### config.mk
export PLATFORM = sky130hd
export DESIGN_NAME = branch_redirect_unit
export DESIGN_NICKNAME = d
export VERILOG_FILES = /design/src/rtl/branch_redirect_unit.sv
export SDC_FILE = /design/constraint.sdc
export NUM_CORES = 1
export LEC_CHECK = 0
export CAP_MARGIN = 20
export CELL_PAD_IN_SITES_DETAIL_PLACEMENT = 1
export CELL_PAD_IN_SITES_GLOBAL_PLACEMENT = 2
export CORE_ASPECT_RATIO = 0.75
export CORE_MARGIN = 3
export CORE_UTILIZATION = 26
export DETAILED_ROUTE_END_ITERATION = 10
export PLACE_DENSITY = 0.95
export SLEW_MARGIN = 20
export SYNTH_ARGS = -nofsm -noshare
export SYNTH_HDL_FRONTEND = slang
export SYNTH_SLANG_ARGS = --single-unit
### constraint.sdc
create_clock -name clk -period 3.93 [get_ports clk]
set_input_delay 0.9825 -clock clk [delete_from_list [all_inputs] [get_ports clk]]
set_output_delay 0.9825 -clock clk [all_outputs]
set_load 0.005 [all_outputs]
### src/rtl/branch_redirect_unit.sv
// Program counter owner: advances the PC, redirects on taken branches and jumps,
// traps misaligned targets, and holds flush high for a fixed number of un-stalled slots.
module branch_redirect_unit #(
    parameter logic [31:0] RESET_PC     = 32'h0000_0000,
    parameter logic [31:0] TRAP_VEC     = 32'h0000_0010,
    parameter int          FLUSH_CYCLES = 2
) (
    input  logic        clk,
    input  logic        rst,
    input  logic        stall,
    input  logic        br_valid,
    input  logic        br_taken,
    input  logic        jump,
    input  logic [31:0] target,
    output logic [31:0] pc,
    output logic [31:0] pc_seq,
    output logic        flush,
    output logic        redirect,
    output logic        misalign
);

    typedef enum logic {RUN, FLUSH} state_t;

    localparam logic [3:0] CNT_INIT = 4'(FLUSH_CYCLES - 1);

    state_t      state, state_nx;
    logic [3:0]  cnt, cnt_nx;
    logic [31:0] pc_nx;
    logic        redirect_nx, misalign_nx;
    logic        take;

    assign take = br_valid & (jump | br_taken);

    always_ff @(posedge clk or posedge rst) begin
        if (rst) begin
            state    <= RUN;
            cnt      <= '0;
            pc       <= RESET_PC;
            redirect <= 1'b0;
            misalign <= 1'b0;
        end else begin
            state    <= state_nx;
            cnt      <= cnt_nx;
            pc       <= pc_nx;
            redirect <= redirect_nx;
            misalign <= misalign_nx;
        end
    end

    // Branch inputs are ignored during FLUSH: they belong to squashed instructions.
    always_comb begin
        state_nx    = state;
        cnt_nx      = cnt;
        pc_nx       = pc;
        redirect_nx = 1'b0;
        misalign_nx = 1'b0;
        case (state)
            RUN: begin
                if (take) begin
                    state_nx    = FLUSH;
                    cnt_nx      = CNT_INIT;
                    redirect_nx = 1'b1;
                    if (target[1:0] != 2'b00) begin
                        pc_nx       = TRAP_VEC;
                        misalign_nx = 1'b1;
                    end else begin
                        pc_nx = target;
                    end
                end else if (!stall) begin
                    pc_nx = pc_seq;
                end
            end
            FLUSH: begin
                if (!stall) begin
                    pc_nx = pc_seq;
                    if (cnt == 4'd0) state_nx = RUN;
                    else             cnt_nx   = cnt - 4'd1;
                end
            end
            default: state_nx = RUN;
        endcase
    end

    always_comb begin
        pc_seq = pc + 32'd4;
        flush  = (state == FLUSH);
    end

endmodule

==> out/results.ini <==
[timing]
period_minus_slack_ns = 3.738
timing.final.crit_share = 0.9512
drv_slew = 0
grt_setup_unrepaired = no
setup_violations = 0
finalHoldViolCount = 0
worst_clock_skew_ns = 0.008731
finalSetupTns_ns = 0
fin_ws_ns = 0.1918
relSlewSlack = 0.4139
worst_slew_pin_slew_ns = 0.8778
max_freq_mhz = 267.5

[placed_design]
dp.cells = 515
dp_hpwl_um = 6792
gp_congestion = 0.8099
place_area_um2 = 3726
pre_cts_slack_ns = 0.5062
port_buffers = 104

[cells_and_area]
regArea_um2 = 975.9
drive_gt1_frac = 0.05627
stdcell_count = 523
fill_cells = 1150
n_antenna_cell = 0
fin_util = 0.3988
multi_input_area_um2 = 1488
fin_area_um2 = 3882
layout-area-overhead-vs-synth_pct = 48.40
num-nets-final = 430

[synthesis]
ys_seq_area_frac = 0.3730
ys_seq_elements = 39
synthDistinctLibCells = 37
syn_area_per_cell_um2 = 8.750
syn_nets = 339
syn_area_um2 = 2616
ys_warn_count = 0
synth_cells = 299

[global_route]
grt_pass1_vias = 2680
grt_use_total = 0.1648
grt-ovfl-total = 0
grt_max_degree = 48
antenna_found_initial = 0
grt_first_pass_wirelength_um = 14720

[cts]
clk_latency_ns = 0.28
ctsResizeCount = 0
cts-hold-fix-buffers = 0
clk_pin_slew_ns = 0.06
post_cts_buffers = 0
clk_path_buf_depth = 2
htreeDepth = 2
cts_tree = done
cts_inserted_buffers = 5
cts_root_buffer = clkbuf_16
cts_sinks = 39

[floorplan]
initial_core_util = 0.2687
num_rows = 31
ioPinCount = 105
core_area_um2 = 9736
die_height_um = 92.88
die_w_um = 121.8
dieArea_um2 = 11320

[worst_setup_path]
crit_top_cell = and4_1
critPathKind = flip-flop to output pin
crit_chain = and4_1 -> and4_1 -> and2_1 -> nand3_1 -> xnor2_1 -> clkdlybuf4s50_1
worstSetupStartpointType = flip-flop
cp_top_family = simple AND/OR/NAND/NOR gates
end_kind = output pin
cp_slowest_stage_delay_ns = 0.53
cp_slowest_cell = clkdlybuf4s50_1
worstPathMaxFanout = 8
worstPathArrival_ns = 2.76
required_ns = 2.95
path_buf_inv = 1

[drt]
drt_iter0_markers = 137
drtAntennaViolNets = 0
vias_per_cell = 4.826
drcViolationCount = 0
dr.pass1.iters = 4
vias = 2524
wl_um = 9135
routed_wire_length_per_instance_um = 17.47

[power]
p_leak_nw = 1.474
peakVddDrop_mv = 0.2570
powerDensity_nw_per_um2 = 602.9

[hold_path]
hp-class = flip-flop to flip-flop

[outcome]
outcome = completed

[job]
maxCapViolations = 0

-- stage by stage --
stage	hold slack (ns)	total power, W
2_1_floorplan	0.4732	0.001197
3_3_place_gp	0.4963	0.001889
3_5_place_dp	0.5091	0.001919
4_1_cts	0.5246	0.002374
5_1_grt	0.5536	0.002518
6_report	0.5132	0.002341
-- worst paths after layout --
path,start,end,slack (ns),cells after the start
max,pc[4]$_DFF_PP0_,pc_seq[30],0.19,6
min,pc[1]$_DFFE_PP0P_,pc[1]$_DFFE_PP0P_,0.51,1
max reg2reg,pc[2]$_DFF_PP0_,pc[24]$_DFF_PP0_,1.71,6
min reg2reg,pc[1]$_DFFE_PP0P_,pc[1]$_DFFE_PP0P_,0.51,1
max in group asynchronous,rst,flush$_DFF_PP0_,2.16,2
min in group asynchronous,rst,pc[1]$_DFFE_PP0P_,1.20,2
-- area by class of cell --
class,count,area share
multi-input cells,229,0.3832
repair buffers,108,0.2759
flip-flops and latches,39,0.2514
well taps,132,0.04254
clock buffers,8,0.04028
inverters,7,0.006768
-- metal layers --
layer | vias up | wire length, µm | part of all wire | global-route usage
met5 | - | 0 | 0 | 0
met4 | 0 | 59 | 0.0065 | 0.03451
met3 | 7 | 806 | 0.088 | 0.05861
met2 | 88 | 4031 | 0.44 | 0.2523
met1 | 1208 | 4237 | 0.46 | 0.2239
li1 | 1221 | - | - | -
-- worst register-to-register path, stage by stage, from the launching register on --
cell	delay, ns
dfrtp_1	0.47
ha_1	0.31
nand3_1	0.23
nor3_4	0.51
nand2_2	0.14
or3_1	0.33
a31oi_1	0.16
-- placed cells by master (no fill, tap or decap), drive strengths merged --
master	count
a21oi	13
a22oi	1
a31o	1
a31oi	1
and2	7
and3	3
and4	7
buf	4
clkbuf	8
clkdlybuf4s50	104
dfrtp	39
ha	2
inv	7
mux2i	2
nand2	18
nand2b	4
nand3	42
nand4	12
nand4b	2
nor2	15
nor3	8
nor4	5
o211ai	1
o21ai	25
o41ai	1
or3	2
or3b	1
xnor2	29
xor2	27
-- sequential cells by signal, indices dropped and copies added, names as in the netlist --
signal / count
cnt: 4
flush: 1
misalign: 1
pc: 32
redirect: 1
-- cell families (layout without fill, tap and decap cells) --
family / Yosys count / in the layout / synth area share
AND/OR/NAND/NOR: 126 / 126 / 0.2755
XOR/XNOR: 56 / 56 / 0.1875
AO/OA/AOI/OAI: 43 / 43 / 0.08752
flip-flops: 39 / 39 / 0.3730
buffers and inverters: 31 / 123 / 0.05930
adder cells (fa/ha/maj): 2 / 2 / 0.009563
multiplexers: 2 / 2 / 0.007652
-- where the power goes --
part           switching [W]  internal, W
clock               0.000164     0.000271
combinational       0.000418     0.000681
sequential          0.000261     0.000546
total               0.000843      0.00150
-- cells in the mapped netlist, drive strengths merged --
cell type | count | area [µm²]
nand3 | 42 | 210.2
dfrtp | 39 | 975.9
xnor2 | 29 | 254.0
xor2 | 27 | 236.5
o21ai | 25 | 125.1
nand2 | 18 | 70.07
nor2 | 15 | 56.30
a21oi | 13 | 65.06
clkbuf | 13 | 50.04
nand4 | 12 | 90.09
buf | 11 | 78.82
nor3 | 8 | 56.31
and2 | 7 | 43.79
and4 | 7 | 61.31
inv | 7 | 26.28
nor4 | 5 | 50.05
nand2b | 4 | 25.02
and3 | 3 | 18.77
ha | 2 | 25.02
mux2i | 2 | 20.02
nand4b | 2 | 17.52
or3 | 2 | 12.51
a22oi | 1 | 7.510
a31o | 1 | 8.760
a31oi | 1 | 6.260
o211ai | 1 | 7.510
o41ai | 1 | 8.760
or3b | 1 | 8.760
Power figures use the tool's default switching activity.
